===== config.mk =====
export PLATFORM = sky130hd
export DESIGN_NAME = conv_stream_param
export DESIGN_NICKNAME = d
export VERILOG_FILES = /design/src/rtl/conv_pkg.sv /design/src/rtl/conv_mac_sat.sv /design/src/rtl/conv_stream_param.sv
export SDC_FILE = /design/constraint.sdc
export NUM_CORES = 1
export LEC_CHECK = 0
export BUFFER_PORTS_ARGS = -buffer_cell sky130_fd_sc_hd__buf_2
export CORE_MARGIN = 5
export CORE_UTILIZATION = 45
export CTS_BUF_LIST = sky130_fd_sc_hd__clkbuf_4 sky130_fd_sc_hd__clkbuf_8
export CTS_CLUSTER_SIZE = 24
export DETAILED_ROUTE_END_ITERATION = 8
export REMOVE_ABC_BUFFERS = 1
export SYNTH_ARGS = -nofsm -noshare
export SYNTH_HDL_FRONTEND = slang
export SYNTH_SLANG_ARGS = --single-unit

===== constraint.sdc =====
create_clock -name clk -period 9.6 [get_ports clk]
set_input_delay 2.4 -clock clk [delete_from_list [all_inputs] [get_ports clk]]
set_output_delay 2.4 -clock clk [all_outputs]
set_load 0.05 [all_outputs]

===== src/rtl/conv_pkg.sv =====
// Shared types and helpers for the streaming convolution block.
package conv_pkg;

  typedef enum logic [1:0] {S_LOAD_F, S_LOAD_X, S_CALC, S_OUT} state_t;

  // Clamp a sign-extended value to the signed range of a w-bit word.
  function automatic logic signed [63:0] sat(input logic signed [63:0] v, input int w);
    logic signed [63:0] hi, lo;
    hi = (64'sd1 <<< (w - 1)) - 64'sd1;
    lo = -hi - 64'sd1;
    if (v > hi) return hi;
    if (v < lo) return lo;
    return v;
  endfunction

endpackage


===== src/rtl/conv_mac_sat.sv =====
// Saturating multiply-accumulate lane: product register, T+1-bit accumulate
// re-clamped to T bits every step, and an optional ReLU on the output register.
module conv_mac_sat
  import conv_pkg::*;
#(
  parameter int T    = 16,
  parameter int RELU = 1
) (
  input  logic         clk,
  input  logic         reset,
  input  logic [T-1:0] x,
  input  logic [T-1:0] f,
  input  logic         prod_en,
  input  logic         acc_clr,
  input  logic         acc_en,
  input  logic         out_en,
  output logic [T-1:0] y
);

  logic signed [2*T-1:0] prod_full;
  logic signed [T:0]     acc_sum;
  logic        [T-1:0]   prod_sat, acc_sat;
  logic signed [T-1:0]   prod_q, acc;

  assign prod_full = $signed(x) * $signed(f);
  assign prod_sat  = T'(sat(64'(prod_full), T));
  assign acc_sum   = {acc[T-1], acc} + {prod_q[T-1], prod_q};
  // Clamp every step so a later opposite-sign term can pull the sum back.
  assign acc_sat   = T'(sat(64'(acc_sum), T));

  always_ff @(posedge clk or negedge reset) begin
    if (!reset) begin
      prod_q <= '0;
      acc    <= '0;
      y      <= '0;
    end else begin
      if (prod_en) prod_q <= prod_sat;
      if (acc_clr)     acc <= '0;
      else if (acc_en) acc <= acc_sat;
      if (out_en) y <= ((RELU != 0) && acc[T-1]) ? '0 : acc;
    end
  end

endmodule


===== src/rtl/conv_stream_param.sv =====
// Streaming 1-D valid convolution with stream-loaded, reloadable coefficients.
// Loads F taps, then X samples, then emits X-F+1 results one at a time.
module conv_stream_param
  import conv_pkg::*;
#(
  parameter int T    = 16,
  parameter int X    = 32,
  parameter int F    = 4,
  parameter int RELU = 1
) (
  input  logic         clk,
  input  logic         reset,
  input  logic [T-1:0] f_data,
  input  logic         f_valid,
  output logic         f_ready,
  input  logic         f_load,
  input  logic [T-1:0] x_data,
  input  logic         x_valid,
  output logic         x_ready,
  output logic [T-1:0] y_data,
  output logic         y_valid,
  input  logic         y_ready
);

  localparam int AW_X = $clog2(X);
  localparam int AW_F = $clog2(F);
  localparam int CW_X = $clog2(X + 1);
  localparam int CW_F = $clog2(F + 1);
  localparam logic [CW_X-1:0] X_LAST = CW_X'(X - 1);
  localparam logic [CW_X-1:0] K_LAST = CW_X'(X - F);
  localparam logic [CW_F-1:0] F_LAST = CW_F'(F - 1);
  localparam logic [CW_F-1:0] F_N    = CW_F'(F);

  state_t          state;
  logic [CW_F-1:0] cnt_f, tap;
  logic [CW_X-1:0] cnt_x, k;
  logic [2:0]      vld_pipe;
  logic [T-1:0]    x_mem [X];
  logic [T-1:0]    f_mem [F];
  logic [T-1:0]    x_rd, f_rd;
  logic [AW_X-1:0] x_addr;
  logic [AW_F-1:0] f_addr;
  logic            reload, f_hs, x_hs, y_hs, issue, calc_done;

  assign reload    = (state == S_LOAD_X) && f_load && (cnt_x == '0);
  assign f_ready   = (state == S_LOAD_F);
  assign x_ready   = (state == S_LOAD_X) && !reload;
  assign f_hs      = f_valid && f_ready;
  assign x_hs      = x_valid && x_ready;
  assign y_hs      = y_valid && y_ready;
  assign issue     = (state == S_CALC) && (tap != F_N);
  // Last product has been accumulated once the pipe tail drains behind it.
  assign calc_done = (state == S_CALC) && (tap == F_N) && vld_pipe[2] && !vld_pipe[1];

  assign x_addr = (state == S_CALC) ? AW_X'(k + CW_X'(tap)) : AW_X'(cnt_x);
  assign f_addr = (state == S_CALC) ? AW_F'(tap) : AW_F'(cnt_f);

  always_ff @(posedge clk) begin
    if (x_hs) x_mem[x_addr] <= x_data;
    x_rd <= x_mem[x_addr];
  end

  always_ff @(posedge clk) begin
    if (f_hs) f_mem[f_addr] <= f_data;
    f_rd <= f_mem[f_addr];
  end

  always_ff @(posedge clk or negedge reset) begin
    if (!reset) begin
      state    <= S_LOAD_F;
      cnt_f    <= '0;
      cnt_x    <= '0;
      k        <= '0;
      tap      <= '0;
      vld_pipe <= '0;
      y_valid  <= 1'b0;
    end else begin
      vld_pipe <= {vld_pipe[1:0], issue};
      case (state)
        S_LOAD_F: if (f_hs) begin
          if (cnt_f == F_LAST) begin
            cnt_f <= '0;
            state <= S_LOAD_X;
          end else cnt_f <= cnt_f + CW_F'(1);
        end
        S_LOAD_X: begin
          if (reload) state <= S_LOAD_F;
          else if (x_hs) begin
            if (cnt_x == X_LAST) state <= S_CALC;
            else cnt_x <= cnt_x + CW_X'(1);
          end
        end
        S_CALC: begin
          if (issue) tap <= tap + CW_F'(1);
          if (calc_done) begin
            state   <= S_OUT;
            y_valid <= 1'b1;
          end
        end
        S_OUT: if (y_hs) begin
          y_valid <= 1'b0;
          tap     <= '0;
          if (k == K_LAST) begin
            k     <= '0;
            cnt_x <= '0;
            state <= S_LOAD_X;
          end else begin
            k     <= k + CW_X'(1);
            state <= S_CALC;
          end
        end
        default: state <= S_LOAD_F;
      endcase
    end
  end

  conv_mac_sat #(.T(T), .RELU(RELU)) u_mac (
    .clk     (clk),
    .reset   (reset),
    .x       (x_rd),
    .f       (f_rd),
    .prod_en (vld_pipe[0]),
    .acc_clr (y_hs),
    .acc_en  (vld_pipe[1]),
    .out_en  (calc_done),
    .y       (y_data)
  );

endmodule


After elaboration in Yosys (flattened, before gate mapping)
Memory sizes are Yosys's and may differ from the RTL's. A register that Yosys moved wholly into a read port is not among the register bits. Cells that the tools add are included.

Output and inout port bits: 19. Register bits after elaboration: 72. Memories: 2. Memory bits (writable): 576. Logic and storage cells: 111. Input bits: 38.

$add $sub $neg: 6. Multipliers: 1. Equal/unequal tests: 19. Reductions and logical operators: 23. Magnitude comparators: 4. Multiplexer cells: 46.

Memories: x_mem (depth 32, width 16, read ports 1, clocked after memory_dff 1, write ports 1, RTL line conv_stream_param.sv:38) `logic [T-1:0] x_mem [X];`; f_mem (depth 4, width 16, read ports 1, clocked after memory_dff 1, write ports 1, RTL line conv_stream_param.sv:39) `logic [T-1:0] f_mem [F];`.

Operator list (number): two-way mux 16 bit (10); two-way mux 6 bit (6); > comparator 32 x 16 -> 1 bit, second input constant (1); less-than comparator 32 x 16 -> 1 bit, second input constant (1); multiplier 16 x 16 -> 32 bit (1); two-way mux 2 bit (9); adder 16 x 16 -> 17 bit (1); > comparator 17 x 16 -> 1 bit, second input constant (1); less-than comparator 17 x 16 -> 1 bit, second input constant (1); two-way mux 15 bit (1); adder 6 x 1 -> 6 bit, second input constant (2); equality test 6 x 5 -> 1 bit, second input constant (2); two-way mux 1 bit (12); inequality test 2 bit, second input constant (6); one-hot mux 6 bit (2 select lines) (1); AND reduction 6 bit (2); logical AND 1 bit (10); two-way mux 3 bit (3); one-hot mux 2 bit (4 select lines) (1); adder 3 x 1 -> 3 bit, second input constant (2); zero test 6 bit (1); inequality test 2 x 1 -> 1 bit, second input constant (3); inequality test 3 bit, second input constant (2); one-hot mux 3 bit (2 select lines) (1); other kinds (13) (19).

Logic depth before layout (Yosys ltp)
Word-level depth: 9. Depth in mapped cells: 27.

Hierarchy
Synthesis repeated with hierarchy kept, for this count alone.

Cell total of the unflattened synthesis: 2907. Area, all modules: 36859.1 µm².

By module, submodules not included: conv_stream_param (area each 23626.4 µm², instances 1, cells an instance 1395); conv_mac_sat (area each 13232.7 µm², instances 1, cells an instance 1512).

Worst setup path after synthesis
OpenSTA, ideal clock, no wires.

Kind: register to register. Start point: reg x_rd[15], read port of x_mem. End point: reg u_mac.prod_q[14]. Arrival: 6730 ps. Library setup time: 146 ps. Setup slack: 2724 ps. Buffers on the path: 3. Stages on the path, launching flop included: 25. Path through: dfxtp_1 > clkbuf_1 > nand2_1 > fa_1 > inv_1 > fa_1 > fa_1 > fa_1 > fa_1 > inv_1 > fa_1 > inv_1 > ha_1 > clkbuf_1 > a21o_1 > a31oi_1 > nand3_1 > nor3b_1 > nor2_1 > xor2_1 > or4_1 > a2111o_1 > o21ai_2 > buf_12 > o22ai_1.

Word-level cells in the longest chain between the ends: 6. Elaborated cells on any way between the ends: 9. Classes of those cells: mul (1); order compare (2); mux (6).

RTL lines: start, declared (RTL line conv_stream_param.sv:40) `logic [T-1:0] x_rd, f_rd;`; multiplier 16 x 16 -> 32 bit * (RTL line conv_mac_sat.sv:25) `assign prod_full = $signed(x) * $signed(f);`; less-than comparator 32 x 16 -> 1 bit (RTL line conv_pkg.sv:12) `if (v < lo) return lo;`; two-way mux 1 bit (2 in series) (RTL line conv_pkg.sv:12); two-way mux 16 bit (RTL line conv_pkg.sv:13) `return v;`; two-way mux 16 bit * (RTL line conv_pkg.sv:12); end signal, assigned (RTL line conv_mac_sat.sv:37) `if (prod_en) prod_q <= prod_sat;`; end, declared (RTL line conv_mac_sat.sv:23) `logic signed [T-1:0] prod_q, acc;`.

Mark *: on every way between the ends. The rest lies on a longest branch, timed or not. The select of a mux whose other input is x is not followed. A chain may end at the register's enable or synchronous reset.

Worst setup path after layout
Start point: reg x_rd[15], read port of x_mem. End point: reg u_mac.prod_q[2].

Same word-level chain as after synthesis.

==> results.yml <==
outcome:
  status: "finished clean"
hold_path:
  worstHoldPathCells: 2
  worstHoldPathType: "register to register"
critical_path:
  end_kind: "register"
  critPathMaxFanout: 16
  crit_arrival_ns: 8.17
  crit_path_start_kind: "register"
  ff2ff_path_depth: 20
  critPathRequiredTime_ns: 10.16
  critical_path_class: "register to register"
timing:
  fin_crit_ns: 7.61
  fin_ws_ns: 1.99
  report.final.slew_viol_count: 0
  max-slew-margin-rel_pct: 23.0
  finalSetupViolations: 0
  skew_ns: 0.0554
  tightest_slew_ns: 1.15
  final_hold_viol_count: 0
  rsz0062_at_grt: "false"
  whs_ns: 0.458
  fin_crit_sh_pct: 79.3
  fmax_mhz: 131
finish:
  final_cell_mix: "edfxtp_1 (576), inv_1 (303), fa_1 (264), nand2_1 (230), mux4_2 (144)"
  multiInputGateArea_um2: 15400
  nets: 3063
  seq_area_um2: 19700
  final_common_cell: "edfxtp_1"
  fillers: 6851
  syn_to_final_growth_pct: 10.7
  instances_no_fill: 3805
  layout-drive-gt1-share_pct: 16.6
route:
  drt_wl_total_um: 83800
  drt_iter0_markers: 1487
  via_per_inst: 5.47
  drc: 0
  first_pass_iters: 7
  vias: 20824
  post_drt_wl_per_cell_um: 22.0
  ant_nets: 0
logic_synthesis:
  synth_area_leaders: "edfxtp_1 (47%), fa_1 (14%), mux4_2 (8.9%), dfrtp_1 (4.9%), ha_1 (3.7%)"
  syn_avg_cell_area_um2: 14.4
  synthArstFlopShare_pct: 10.5
  synthAdderAreaFrac_pct: 18.1
  synth-compound-area-share_pct: 5.30
  synthCells: 2545
  synth_top_area_share_pct: 47.3
  synth_top_family_by_area: "adder cells"
  synth-edff-count: 576
  syn_area_um2: 36600
  post_synth_xor_area_fraction_pct: 1.25
  synth-warning-count: 0
  synth.mux.area_fraction_pct: 9.12
  yosys.area_share.simple_pct: 7.99
  synthFlopType: "edfxtp_1"
  synth_top_cell_by_area: "edfxtp_1"
  synth_cell_type_count: 74
  yosys_register_bits: 679
  ys_seq_area_share_pct: 53.9
cts:
  path_clk_slew_ns: 0.06
  ctsLongestPathBuffers: 3
  cts_made_buffers: 109
  clock_latency_ns: 0.74
  root_buffer: "clkbuf_8"
  htreeDepth: 3
  cts_repair_resize_count: 0
  cts_tree: "yes"
  hold_buffers: 0
  postCtsSetupBuffers: 0
  clkSinkCount: 679
floorplan:
  rows: 104
  initial_core_util_pct: 45.4
  fp.dieW_um: 295
  pin_count: 57
  die-area_um2: 87100
  die_h_um: 295
  core_area_um2: 80500
global_route:
  met2_usage_pct: 33.7
  track_usage_pct: 19.7
  grt_pass1_vias: 22604
  grt_max_degree: 133
  met1_usage_pct: 25.9
  grt_antenna_before_repair: 4
  gr-usage-met3_pct: 3.70
  globalRoute.busiestLayer: "met2"
  grt_pass1_wl_um: 132000
  grt_overflow_total: 0
placement:
  gp_congestion: 0.879
  dp_hpwl_um: 56900
  io_buffers: 55
  post-place-ws_ns: 2.04
  dp.cells: 3602
run:
  drv_cap: 0
## synth_stat cells (all sizes together) (6+ instances only)
cell	n
buf	22
nor3b	6
dfrtp	71
a211oi	14
a21o	19
nand3b	16
xnor2	31
nand2b	13
a21oi	49
a22oi	67
a31oi	7
nor2	105
clkbuf	82
mux4	144
nor3	13
edfxtp	576
nand4	27
o21a	9
nand3	22
fa	264
nand2	230
o22ai	15
xor2	21
inv	303
and2	124
or3	7
mux2i	6
ha	108
dfxtp	32
nor2b	10
o21ai	62
## critical path, stage by stage, from the launching register on
cell	delay (ns)
dfxtp_1	0.66
and2_1	0.25
inv_1	0.06
fa_1	0.50
inv_1	0.15
fa_1	0.90
fa_1	0.53
fa_1	0.57
fa_1	0.43
fa_1	0.44
ha_1	0.38
a21oi_1	0.32
o21ai_0	0.20
nor2_1	0.13
nor4b_2	0.34
nor2_1	0.09
xor2_1	0.17
or4_1	0.50
a2111o_1	0.32
o21ai_2	0.30
o22ai_1	0.20
## metrics by stage
stage	instance area, um2	TNS [ns]	utilization (%)
final	40500	0	50.3
after global routing	40500	0	50.3
after CTS	40500	0	50.3
after detailed placement	38200	0	47.4
after global placement	38200	0	47.4
after floorplan	36100	-2771.80	-
## flip-flops by register name (all words and copies together), names as in the netlist
name	flops
cnt_f	3
cnt_x	6
f_mem	64
f_rd	16
k	6
state	2
tap	3
u_mac.acc	16
u_mac.prod_q	16
u_mac.y	15
vld_pipe	3
x_mem	512
x_rd	16
y_valid	1
## layout make-up
class                           instances  share of cell area (%)
Timing Repair Buffer                  101                    1.60
Tap cell                             1060                    3.28
Clock buffer                          148                    4.60
Clock inverter                         53                    1.07
Sequential cell                       679                    48.7
Multi-Input combinational cell       1459                    37.9
Inverter                              303                    2.81
Antenna cell                            2                  0.0124
## cell families after synthesis
kind of cell	Yosys count
flip-flops	679
other	1
multiplexers	153
buffers and inverters	407
AND/OR/NAND/NOR	597
adder cells (fa/ha/maj)	372
AO/OA/AOI/OAI	284
XOR/XNOR	52
## final timing paths
path / startpoint / endpoint / slack, ns
worst min register to register: u_mac.y[11]$_DFFE_PN0P_ / u_mac.y[11]$_DFFE_PN0P_ / 0.46
worst max register to register: x_rd[15]$_DFF_P_ / u_mac.prod_q[2]$_DFFE_PN0P_ / 1.99
min in group asynchronous: reset / u_mac.prod_q[9]$_DFFE_PN0P_ / 1.83
worst min-delay path: u_mac.y[11]$_DFFE_PN0P_ / u_mac.y[11]$_DFFE_PN0P_ / 0.46
max in group asynchronous: reset / k[4]$_DFFE_PN0P_ / 7.18
worst max-delay path: x_rd[15]$_DFF_P_ / u_mac.prod_q[2]$_DFFE_PN0P_ / 1.99
## metal layers
metal,up-vias,routed length (um)
li1,9307,-
met1,10828,33900
met2,529,42800
met3,158,4510
met4,2,2590
met5,-,13
Power is left out: the tool's default activity adds up to more than one toggle a clock period on the data nets, which glitch-free logic cannot reach.
